$ cat src/rtl/onehot_mux_pkg.sv
// rtl/onehot_mux_pkg.sv - shared constants and one-hot helper functions for onehot_mux_bank
package onehot_mux_pkg;

    localparam int NUM_IN_DEFAULT = 4;
    localparam int MAX_IN         = 16;

    function automatic logic is_onehot(input logic [MAX_IN-1:0] vec);
        int unsigned cnt;
        cnt = 0;
        for (int k = 0; k < MAX_IN; k++) begin
            cnt += 32'(vec[k]);
        end
        return (cnt == 1);
    endfunction

    // Only meaningful when vec is one-hot; OR-ing indices gives k directly.
    function automatic logic [3:0] onehot_to_idx(input logic [MAX_IN-1:0] vec);
        logic [3:0] idx;
        idx = 4'd0;
        for (int k = 0; k < MAX_IN; k++) begin
            if (vec[k]) begin
                idx = idx | 4'(k);
            end
        end
        return idx;
    endfunction

endpackage

$ cat src/rtl/onehot_mux_bank_chk.sv
// rtl/onehot_mux_bank_chk.sv - combinational one-hot validity and index decode shared by all select styles
module onehot_chk
    import onehot_mux_pkg::*;
#(
    parameter  int NUM_IN = NUM_IN_DEFAULT,
    localparam int IDX_W  = $clog2(NUM_IN)
) (
    input  logic [NUM_IN-1:0] sel_i,
    output logic              valid,
    output logic [IDX_W-1:0]  idx
);

    always_comb begin
        valid = is_onehot(MAX_IN'(sel_i));
        idx   = IDX_W'(onehot_to_idx(MAX_IN'(sel_i)));
    end

endmodule

$ cat src/rtl/onehot_mux_bank.sv
// rtl/onehot_mux_bank.sv - registered one-hot N:1 bit mux built five ways, with illegal-select flag
module onehot_mux_bank
    import onehot_mux_pkg::*;
#(
    parameter int NUM_IN = NUM_IN_DEFAULT
) (
    input  logic              clk,
    input  logic              reset_n,
    input  logic [NUM_IN-1:0] a_i,
    input  logic [NUM_IN-1:0] sel_i,
    output logic              y_ter_o,
    output logic              y_case_o,
    output logic              y_ifelse_o,
    output logic              y_loop_o,
    output logic              y_aor_o,
    output logic              sel_err_o
);

    localparam int IDX_W = $clog2(NUM_IN);

    logic             valid;
    logic [IDX_W-1:0] idx;
    logic [NUM_IN:0]  ter_chain;
    logic [MAX_IN-1:0] a_ext;
    logic [MAX_IN-1:0] sel_ext;
    logic ter_d, case_d, ifelse_d, loop_d, aor_d;

    onehot_chk #(.NUM_IN(NUM_IN)) u_chk (
        .sel_i (sel_i),
        .valid (valid),
        .idx   (idx)
    );

    assign a_ext   = MAX_IN'(a_i);
    assign sel_ext = MAX_IN'(sel_i);

    // Nested ternary, bit 0 outermost.
    assign ter_chain[NUM_IN] = 1'b0;
    for (genvar k = 0; k < NUM_IN; k++) begin : g_ter
        assign ter_chain[k] = sel_i[k] ? a_i[k] : ter_chain[k+1];
    end

    always_comb begin
        ter_d = valid ? ter_chain[0] : 1'b0;
    end

    always_comb begin
        case_d = 1'b0;
        case (sel_ext)
            16'h0001: case_d = a_ext[0];
            16'h0002: case_d = a_ext[1];
            16'h0004: case_d = a_ext[2];
            16'h0008: case_d = a_ext[3];
            16'h0010: case_d = a_ext[4];
            16'h0020: case_d = a_ext[5];
            16'h0040: case_d = a_ext[6];
            16'h0080: case_d = a_ext[7];
            16'h0100: case_d = a_ext[8];
            16'h0200: case_d = a_ext[9];
            16'h0400: case_d = a_ext[10];
            16'h0800: case_d = a_ext[11];
            16'h1000: case_d = a_ext[12];
            16'h2000: case_d = a_ext[13];
            16'h4000: case_d = a_ext[14];
            16'h8000: case_d = a_ext[15];
            default:  case_d = 1'b0;
        endcase
        if (!valid) begin
            case_d = 1'b0;
        end
    end

    always_comb begin
        ifelse_d = 1'b0;
        if      (sel_ext[0])  ifelse_d = a_ext[0];
        else if (sel_ext[1])  ifelse_d = a_ext[1];
        else if (sel_ext[2])  ifelse_d = a_ext[2];
        else if (sel_ext[3])  ifelse_d = a_ext[3];
        else if (sel_ext[4])  ifelse_d = a_ext[4];
        else if (sel_ext[5])  ifelse_d = a_ext[5];
        else if (sel_ext[6])  ifelse_d = a_ext[6];
        else if (sel_ext[7])  ifelse_d = a_ext[7];
        else if (sel_ext[8])  ifelse_d = a_ext[8];
        else if (sel_ext[9])  ifelse_d = a_ext[9];
        else if (sel_ext[10]) ifelse_d = a_ext[10];
        else if (sel_ext[11]) ifelse_d = a_ext[11];
        else if (sel_ext[12]) ifelse_d = a_ext[12];
        else if (sel_ext[13]) ifelse_d = a_ext[13];
        else if (sel_ext[14]) ifelse_d = a_ext[14];
        else if (sel_ext[15]) ifelse_d = a_ext[15];
        if (!valid) begin
            ifelse_d = 1'b0;
        end
    end

    always_comb begin
        loop_d = 1'b0;
        for (int k = 0; k < NUM_IN; k++) begin
            if (sel_i[k]) begin
                loop_d = loop_d | a_i[k];
            end
        end
        loop_d = loop_d & valid;
    end

    always_comb begin
        aor_d = valid & (|(a_i & sel_i));
    end

    always_ff @(posedge clk) begin
        if (!reset_n) begin
            y_ter_o    <= 1'b0;
            y_case_o   <= 1'b0;
            y_ifelse_o <= 1'b0;
            y_loop_o   <= 1'b0;
            y_aor_o    <= 1'b0;
            sel_err_o  <= 1'b0;
        end else begin
            y_ter_o    <= ter_d;
            y_case_o   <= case_d;
            y_ifelse_o <= ifelse_d;
            y_loop_o   <= loop_d;
            y_aor_o    <= aor_d;
            sel_err_o  <= ~valid;
        end
    end

    // Cross-check the decoded index path against the styles in simulation.
    always_ff @(posedge clk) begin
        if (reset_n && valid) begin
            assert (aor_d == a_i[idx]);
        end
        assert ((ter_d == case_d) && (case_d == ifelse_d) &&
                (ifelse_d == loop_d) && (loop_d == aor_d));
    end

endmodule

$ cat config.mk
export PLATFORM = sky130hd
export DESIGN_NAME = onehot_mux_bank
export DESIGN_NICKNAME = d
export VERILOG_FILES = /design/src/rtl/onehot_mux_pkg.sv /design/src/rtl/onehot_mux_bank_chk.sv /design/src/rtl/onehot_mux_bank.sv
export SDC_FILE = /design/constraint.sdc
export NUM_CORES = 1
export LEC_CHECK = 0
export ABC_CLOCK_PERIOD_IN_PS = 2450
export CORE_AREA = 2 2 39 41
export CTS_BUF_LIST = sky130_fd_sc_hd__clkbuf_4 sky130_fd_sc_hd__clkbuf_8
export CTS_CLUSTER_DIAMETER = 80
export DETAILED_ROUTE_END_ITERATION = 10
export DIE_AREA = 0 0 41 43
export PLACE_DENSITY_LB_ADDON = 0.05
export SLEW_MARGIN = 20
export SYNTH_ARGS = -nofsm -noshare
export SYNTH_HDL_FRONTEND = slang
export SYNTH_SLANG_ARGS = --single-unit
$ cat constraint.sdc
create_clock -name clk -period 2.45 [get_ports clk]
set_clock_uncertainty 0.2 [all_clocks]
set_input_delay 0.3675 -clock clk [delete_from_list [all_inputs] [get_ports clk]]
set_output_delay 0.3675 -clock clk [all_outputs]
set_load 0.02 [all_outputs]
==> results of run 1 <==
==> registers in the layout, indices dropped and copies added, names as in the netlist <==
name and flops:
y_ifelse_o 1, y_case_o 1, sel_err_o 1, y_loop_o 1
y_aor_o 1
==> cell families (layout without fill, tap and decap cells) <==
group                      after synthesis  count (layout)  share of synthesized area [%]
and+or+nand+nor                          9               9                           14.5
AOI/OAI and AO/OA                        8               8                           20.6
buffers and inverters                    7              33                           9.16
DFF                                      5               5                           30.5
adders and majority gates                6               6                           25.2
==> cell usage after synthesis <==
library cell | number | area (sq um)
a22o_1 | 1 | 8.76
buf_4 | 1 | 7.51
nand3_1 | 1 | 5.00
o221ai_2 | 1 | 15.0
and2b_1 | 1 | 7.51
nor3_1 | 1 | 5.00
dfxtp_1 | 5 | 100
a21o_2 | 1 | 8.76
nand2_1 | 4 | 15.0
and3b_1 | 1 | 8.76
fa_1 | 1 | 20.0
ha_1 | 5 | 62.6
a22oi_1 | 1 | 7.51
inv_1 | 6 | 22.5
nand4_1 | 1 | 6.26
a31oi_1 | 3 | 18.8
a21oi_2 | 1 | 8.76
==> area by class of cell <==
class / instances / area share (%)
multi-input combinational: 23 / 36.9
timing repair buffer: 23 / 34.6
sequential: 5 / 16.5
clock buffer: 4 / 4.95
inverter: 6 / 3.71
tap: 16 / 3.30
==> worst min-delay path, cell delays in order <==
cell	delay (ns)
clkdlybuf4s50_1	0.43
nand2_2	0.12
a21oi_2	0.03
==> layer usage <==
metal	vias to the layer above	wire length [um]
li1	172	-
met3	2	43
met1	160	272
met2	10	426
met4	0	10
met5	-	0
==> what timing repair did <==
| item | 4_1_cts | 5_1_grt |
|---|---|---|
| pin swaps | 0 | 2 |
| setup endpoints to repair | 3 | 5 |
| gates resized for setup | 1 | 3 |
| hold buffers | 0 | 0 |
==> path summary, 6_finish.rpt <==
check,endpoint,cells after the start
worst max-delay path,y_case_o,10
worst min-delay path,y_ifelse_o,3
==> power groups by stage <==
| stage | Clock (mW) | Sequential [mW] | Combinational (mW) |
|---|---|---|---|
| 5_1_grt | 0.114 | 0.0899 | 0.102 |
| 4_1_cts | 0.111 | 0.0893 | 0.0849 |
| 3_5_place_dp | 0 | 0.0907 | 0.0818 |
| 3_3_place_gp | 0 | 0.0906 | 0.0808 |
| 6_report | 0.105 | 0.0891 | 0.0934 |
| 2_1_floorplan | 0 | 0.0983 | 0.0283 |
==> per-stage QoR <==
step,setup WS [ns],setup TNS (ns)
detailed placement,-0.332,-1.44
global placement,-0.202,-0.849
floorplan,0.379,0
global route,0.0127,0
CTS,0.0148,0
finish,0.138,0
==> summary.txt, run 1 <==
Routing
  • # DRC: 0
  • Starting DRC count in detailed routing: 12
  • Vias: 344
  • Pre-antenna DRT Iters: 3
  • Vias per cell: 4.47
  • Final wirelength: 752 um
  • Antenna viol nets, final: 0
  • DR WL/cell: 9.77 um

Power
  • Lkg Pwr: 0.273 nW
  • P_int: 0.212 mW
  • Switching power: 0.0751 mW
  • P per Cell Area: 473 nW/um^2
  • Comb power frac: 32.5%
  • Reg power frac: 31.0%
  • Clk pwr share: 36.4%
  • Switching part of the total power: 26.1%
  • Worst VDD drop: 142 uV
  • Pwr Total: 0.287 mW

Critical path
  • Worst setup startpoint: sel_i[0]
  • WP buf/inv: 4
  • Crit path largest cell delay: 0.48 ns
  • Slowest CP cell: clkdlybuf4s50_1
  • Critical path startpoint category: primary input
  • Critical Path RT: 2.41 ns
  • Crit Path Class: in -> reg
  • CP dominant cell by count: inv_1
  • Critical path fanouts, max: 4
  • CP arrival: 2.27 ns
  • CP Cell Sequence: clkdlybuf4s50_1 > inv_1 > ha_1 > inv_1 > fa_1 > inv_1 > ha_4 > nor3_4 > nand2_2 > a31oi_1
  • Kind of cell adding the most delay to the critical path: adder cells
  • CP Capture Type: flip-flop

Finish
  • Commonest non-fill, non-tap cells in the layout: clkdlybuf4s50_1, buf_4, inv_1
  • N_diodes: 0
  • Synth-to-layout area growth: 85.1%
  • Commonest non-fill, non-tap cell in the layout: clkdlybuf4s50_1
  • Final core occ: 43.9%
  • Final cell count without fillers: 77
  • Seq. cell area: 100 sq um
  • Multi-input combinational cell area: 224 sq um
  • Share of post-route cells with drive strength above 1: 29.5%
  • # fillers: 133
  • Design Area, Final: 607 sq um
  • Final nets: 78

Global routing
  • GRT met2 Usage: 18.4%
  • Overall global routing resource usage: 11.5%
  • Initial antenna violation count: 0
  • Grt ovf: 0
  • GR Util met3: 3.14%
  • Top Usage Layer GRT: met2
  • Number of global-route vias before repair: 342
  • Grt met1 use: 10.2%
  • First-pass GRT wire length: 1280 um
  • Pin count of the biggest net entering global routing: 5

Clock tree
  • CTS Buf Count: 3
  • H-tree depth: 1
  • Clk root buf: clkbuf_4
  • Clk sink count: 5
  • Clock transition at path regs: 0.04 ns
  • Clock buffer depth: 2
  • Post-CTS Setup Inserts: 0
  • CTS tree: yes

Yosys
  • Post-synthesis cell count: 35
  • Post-synthesis sequential area ratio: 30.5%
  • YS warnings: 0
  • Area of the mapped netlist: 328 sq um
  • Mean post-synth cell area: 9.37 sq um
  • Post-synth cell types: 17
  • Post-Syn Nets: 51
  • Yosys reg bits: 5

Placed design
  • Post-DP HPWL: 651 um
  • Dpl cells: 73
  • Cell Area, Placed: 551 sq um
  • GP Congestion: 0.729
  • I/O Buffers: 15

Timing
  • Final Setup Violations: 0
  • Final hold slack: 0.558 ns
  • Max Slew Vio Count: 0
  • Rel. slew slack: 84.5%
  • Crit path time final: 2.31 ns
  • Final period utilization: 94.4%
  • Final Hold Violating Endpoints: 0
  • Unrepaired setup endpoints after global routing: false
  • Slew @ Worst Pin: 0.233 ns
  • Achievable Freq: 432 MHz

Floorplan
  • Core Footprint: 1380 sq um
  • Num ports: 16
  • Die W: 41 um
  • Cell row count: 14
  • Die Footprint: 1760 sq um
  • Initial Utilization: 23.7%
  • Height of the die: 43 um

Outcome
  • Outcome: complete, no violations

Min path
  • Hold crit path type: in -> reg
  • Hold Startpoint: reset_n

Flow run
  • Max-capacitance violation count: 0
Power figures use the tool's default switching activity.
==> run 2, diff against run 1 <==
--- a/config.mk
+++ b/config.mk
@@ -5,6 +5,7 @@
 export SDC_FILE = /design/constraint.sdc
 export NUM_CORES = 1
 export LEC_CHECK = 0
+export ABC_AREA = 1
 export ABC_CLOCK_PERIOD_IN_PS = 2450
 export CORE_AREA = 2 2 39 41
 export CTS_BUF_LIST = sky130_fd_sc_hd__clkbuf_4 sky130_fd_sc_hd__clkbuf_8
==> run 2 against run 1 <==
Count of clock-buffer cells in the layout stayed put. Setup slack better by 0.0081 ns. Clock power hardly changed. Design area is 0.82% higher. Sequential power is 0.6% lower. Maximum frequency is 0.35% higher. Utilization is 0.36 points higher. Worst hold slack worse by 0.046 ns. Sequential cell count stayed put. Via count is 2.6% higher. Non-clock buffer count is 2 lower. Wire length is 17% lower. Critical path type unchanged. Highest routed layer unchanged.
==> summary.txt, run 2 <==
Global routing
  • Number of global-route vias before repair: 320 (was 342)
  • Initial antenna violation count: 0 (unchanged)
  • Overall global routing resource usage: 9.73% (was 11.5%)
  • Grt ovf: 0 (unchanged)
  • Pin count of the biggest net entering global routing: 5 (unchanged)
  • First-pass GRT wire length: 1120 um (was 1280 um)

Yosys
  • Predominant post-synthesis flop cell: dfxtp_1 (unchanged)
  • Post-synth top cells: nand2_1, inv_1, dfxtp_1, ha_1 (was inv_1, dfxtp_1, ha_1)
  • Area leader, netlist: dfxtp_1 (unchanged)
  • Post-synth EDFFs: 0 (unchanged)
  • Top-count cell post-synth: nand2_1 (was inv_1)
  • Yosys reg bits: 5 (unchanged)
  • Synth area leaders: dfxtp_1, nand2_1, ha_1, inv_1, fa_1 (was dfxtp_1, ha_1, inv_1, fa_1, a31oi_1)
  • Ys async rst share: 0% (unchanged)
  • Post-synth cell types: 12 (was 17)
  • Area of the mapped netlist: 368 sq um (was 328 sq um)
  • Share of the synthesized area in the top cell type: 27.2% (was 30.5%)
  • Mean post-synth cell area: 6.81 sq um (was 9.37 sq um)
  • YS warnings: 0 (unchanged)
  • Post-Syn Nets: 70 (was 51)
  • Post-synthesis cell count: 54 (was 35)
  • Post-synthesis sequential area ratio: 27.2% (was 30.5%)

Critical path
  • Critical path fanouts, max: 2 (was 4)
  • Worst setup startpoint: sel_i[0] (unchanged)
  • Crit Path Class: in -> reg (unchanged)
  • Critical path startpoint category: primary input (unchanged)
  • CP Capture Type: flip-flop (unchanged)
  • CP arrival: 2.28 ns (was 2.27 ns)
  • Critical Path RT: 2.42 ns (was 2.41 ns)

Finish
  • Seq. cell area: 100 sq um (unchanged)
  • N_diodes: 0 (unchanged)
  • Commonest non-fill, non-tap cell in the layout: nand2_1 (was clkdlybuf4s50_1)
  • Commonest non-fill, non-tap cells in the layout: nand2_1, clkdlybuf4s50_1, inv_1 (was clkdlybuf4s50_1, buf_4, inv_1)
  • # fillers: 143 (was 133)
  • Multi-input combinational cell area: 210 sq um (was 224 sq um)
  • Final nets: 95 (was 78)
  • Share of post-route cells with drive strength above 1: 24.4% (was 29.5%)
  • Synth-to-layout area growth: 66.3% (was 85.1%)

Clock tree
  • Clock buffer depth: 2 (unchanged)
  • H-tree depth: 1 (unchanged)
  • Post-CTS Setup Inserts: 0 (unchanged)
  • CTS Buf Count: 3 (unchanged)
  • Clk root buf: clkbuf_4 (unchanged)
  • CTS tree: yes (unchanged)
  • Clock transition at path regs: 0.04 ns (about the same)
  • Clk sink count: 5 (unchanged)

Floorplan
  • Height of the die: 43 um (unchanged)
  • Die Footprint: 1760 sq um (unchanged)
  • Num ports: 16 (unchanged)
  • Die W: 41 um (unchanged)
  • Cell row count: 14 (unchanged)
  • Core Footprint: 1380 sq um (unchanged)
  • Initial Utilization: 26.6% (was 23.7%)

Timing
  • Rel. slew slack: 86.0% (was 84.5%)
  • Final Hold Violating Endpoints: 0 (unchanged)
  • Achievable Freq: 434 MHz (was 432 MHz)
  • Final period utilization: 94.1% (was 94.4%)
  • Slew @ Worst Pin: 0.209 ns (was 0.233 ns)
  • Final setup margin: 0.146 ns (was 0.138 ns)
  • Crit path time final: 2.30 ns (was 2.31 ns)
  • Total Neg Setup Slack: 0 ns (unchanged)
  • Max Slew Vio Count: 0 (unchanged)
  • Final Setup Violations: 0 (unchanged)
  • Unrepaired setup endpoints after global routing: false (unchanged)

Routing
  • Pre-antenna DRT Iters: 4 (was 3)
  • Wire length on met2: 317 um (was 426 um)
  • Met3 WL: 31 um (was 43 um)
  • Starting DRC count in detailed routing: 2 (was 12)
  • Antenna viol nets, final: 0 (unchanged)
  • Vias: 353 (was 344)
  • Final wirelength: 623 um (was 752 um)
  • DR WL/cell: 6.63 um (was 9.77 um)
  • Metal-1 WL: 263 um (was 272 um)
  • # DRC: 0 (unchanged)
  • Vias per cell: 3.76 (was 4.47)
  • Highest routed metal layer: met4 (unchanged)

Min path
  • Hold Startpoint: reset_n (unchanged)
  • Hold crit path type: in -> reg (unchanged)

Power
  • Pwr Total: 0.277 mW (was 0.287 mW)
  • P per Cell Area: 453 nW/um^2 (was 473 nW/um^2)
  • Worst VDD drop: 126 uV (was 142 uV)
  • Lkg Pwr: 0.335 nW (was 0.273 nW)

Placed design
  • I/O Buffers: 15 (unchanged)
  • Setup Slack @ Placement: -0.128 ns (was -0.332 ns)
  • GP Congestion: 0.708 (was 0.729)
  • Post-DP HPWL: 558 um (was 651 um)

Flow run
  • Max-capacitance violation count: 0 (unchanged)

Outcome
  • Outcome: complete, no violations (unchanged)
[run 2: report_power, final]
group / leakage [nW] / internal, mW / switching (mW)
combinational: 0.276 / 0.0435 / 0.0414
sequential: 0.0409 / 0.0874 / 0.00123
clock: 0.0184 / 0.0724 / 0.0309
[run 2: worst paths after layout]
check / end / cells after the start
worst min-delay path: y_case_o / 3
worst max-delay path: y_case_o / 12
[run 2: what timing repair did]
item | in CTS | in global routing
endpoints found under the setup margin | 0 | 1
hold buffers | 0 | 0
resized for setup | 0 | 2
[run 2: cell families (layout without fill, tap and decap cells)]
| family | after synthesis | count (layout) | share of synthesized area (%) |
|---|---|---|---|
| AOI/OAI and AO/OA | 2 | 2 | 2.72 |
| buffers and inverters | 16 | 40 | 17.3 |
| and+or+nand+nor | 25 | 25 | 30.3 |
| adders and majority gates | 6 | 6 | 22.4 |
| DFF | 5 | 5 | 27.2 |
[run 2: cell type report]
class	instances	share of cell area, %
multi-input cells	33	34.4
repair buffers	21	31.9
flip-flops and latches	5	16.4
inverters	15	9.20
clock buffers	4	4.91
well taps	16	3.27
[run 2: worst max-delay path: stages]
cell             delay [ns]
clkdlybuf4s50_1        0.47
inv_1                  0.06
ha_1                   0.27
inv_1                  0.04
fa_1                   0.34
inv_1                  0.06
ha_1                   0.22
nor2_1                 0.13
nand2_2                0.09
inv_1                  0.08
nand2_1                0.06
a21oi_2                0.09
[run 2: per-layer routing]
layer,vias up,track usage (%)
met5,-,0
met4,0,10.0
met3,2,1.57
met2,11,14.7
met1,143,10.3
li1,197,-
[run 2: per-stage QoR]
step | cells | cell area [sq um] | utilization [%] | hold WS [ns]
after floorplan | 54 | 368 | - | 0.290
after global placement | 90 | 576 | 41.6 | 0.748
after detailed placement | 90 | 576 | 41.6 | 0.753
after CTS | 94 | 606 | 43.8 | 0.503
after global routing | 94 | 612 | 44.2 | 0.505
final | 94 | 612 | 44.2 | 0.511
==> patch (config.mk and constraints of run 2) <==
Reset style: asynchronous (`reset_n`), changed in one clocked block.
--- a/src/rtl/onehot_mux_bank.sv
+++ b/src/rtl/onehot_mux_bank.sv
@@ -108,5 +108,5 @@
     end
 
-    always_ff @(posedge clk) begin
+    always_ff @(posedge clk or negedge reset_n) begin
         if (!reset_n) begin
             y_ter_o    <= 1'b0;
Function: differs if reset_n is asserted again (counterexample within 4 cycles, from zero or initial values and one cycle with reset_n low); with reset_n held inactive, the same outputs for 10 cycles.
==> patch against run 2 <==
- sequential cell count unchanged
- design area down 2.2%
- sequential power up 7.4%
- clock power down 8%
- routed wire length up 23%
- combinational power up 22%
- sequential share of layout area up 4.6 points
- worst setup slack worse by 18 ps
- global-route usage up 1.4 points
- synthesized area up 2.0%
- power up 6.3%
==> patch: results (changes against run 2) <==
* Outcome: finished clean
* Sequential group share of total power at 0.324 (+0.004)
* 1st-pass router iterations at 4 (unchanged)
* DP HPWL at 694 microns (+24%)
* Share of layout cells above drive strength 1 at 0.246 (+0.00256)
* Met3 GRT Util at 0.0314 (+0.0157)
* Comb power frac at 0.353 (+0.046)
* Metal2 WL at 420 microns (+32%)
* Number of global-route vias before repair at 315 (-1.6%)
* Detailed-route wire length per cell at 9.46 microns (+43%)
* Met1 Use GR at 0.117 (+0.0139)
* Slowest cell on crit path: clkdlybuf4s50_1
* Critical path origin: sel_i[0]
* Top layer in use: met4
* Hold Crit Class: in2async
* VDD IR max at 0.000167 V (+33%)
* Crit path capture: y_case_o
* N_diodes at 0 (unchanged)
* Post-synth ARST share at 1.00 (+1.00)
* Metal-1 WL at 283 microns (+7.6%)
* CP Launch Type: primary input
* Top cells by area, synth: dfrtp_1, ha_1, nand2_1
* Via/cell ratio at 4.30 (+14%)
* ANT nets after route at 0 (unchanged)
* Worst-path fanout max at 5 (+3)
* CTS resizes at 0 (unchanged)
* First-pass GRT wire length at 1.22 mm (+8.6%)
* Seq/Total Area, Yosys at 0.333 (+0.0612)
* Crit path time final at 2320 ps (+18.0 ps)
* Drt total wl at 766 microns (+23%)
* Hold Fails Final Rpt at 0 (unchanged)
* Lkg Pwr at 0.295 nW (-12%)
* Initial antenna violation count at 0 (unchanged)
* Crit-path max cell delay at 480 ps
* Hold slack at 143 ps (-369 ps)
* Netlist cell types at 15 (+3)
* GPL Wtd Cong at 0.667 (-5.7%)
* Maximum root-to-sink buffer count at 2 (unchanged)
* Switching share of power at 0.309 (+0.0436)
* Cell Area, Placed at 568 sq um (-1.3%)
* GR Util met2 at 0.169 (+0.0219)
* Largest net degree at the start of global routing at 6 (+1)
* Hold buffers post-CTS at 0 (unchanged)
* DR WL met3 at 51 microns (+65%)
* Post-Synthesis Mean Instance Area at 8.73 sq um (+28%)
* Post-CTS setup buffers at 0 (unchanged)
* Synth cell count leaders: nand2_1, inv_1, dfrtp_1, ha_1, nand2_2
* Root buf cell: clkbuf_4
* Comb pwr at 104 uW (+22%)
* Top_reg_cell synth: dfrtp_1
* Final nets at 82 (-14%)
* Worst-margin pin slew at 223 ps (+14.5 ps)
* H-tree levels at 1 (unchanged)
* Dpl cells at 77 (-14%)
* Syn Nets at 59 (-16%)
* Number of DRC markers in iteration 0 at 6 (+4)
* Post-place setup slack at -159 ps (-31.1 ps)
* GR Util All Layers at 0.112 (+0.0144)
patch: changes by cell type after synthesis, sizes merged, moves of 2 or more:
| cell | change |
|---|---|
| dfxtp | -5 |
| nor2 | -3 |
| a41oi | +2 |
| dfrtp | +5 |
| inv | -8 |
| nand2 | -6 |
| nand3 | +3 |
patch: final cells by class:
class	count	area (sq um)
Clock buffer	3	22.5
Clock inverter	1	5.00
Fill cell	138	786
Inverter	7	26.3
Multi-Input combinational cell	30	219
Sequential cell	5	125
Tap cell	16	20.0
Timing Repair Buffer	19	180
patch: cell families (layout without fill, tap and decap cells):
group                    after synthesis  in the layout  synth area share
AO/OA/AOI/OAI                          3              3            0.0700
adder cells (fa/ha/maj)                6              6             0.220
buffers and inverters                  8             30            0.0900
flip-flops                             5              5             0.333
AND/OR/NAND/NOR                       21             21             0.287
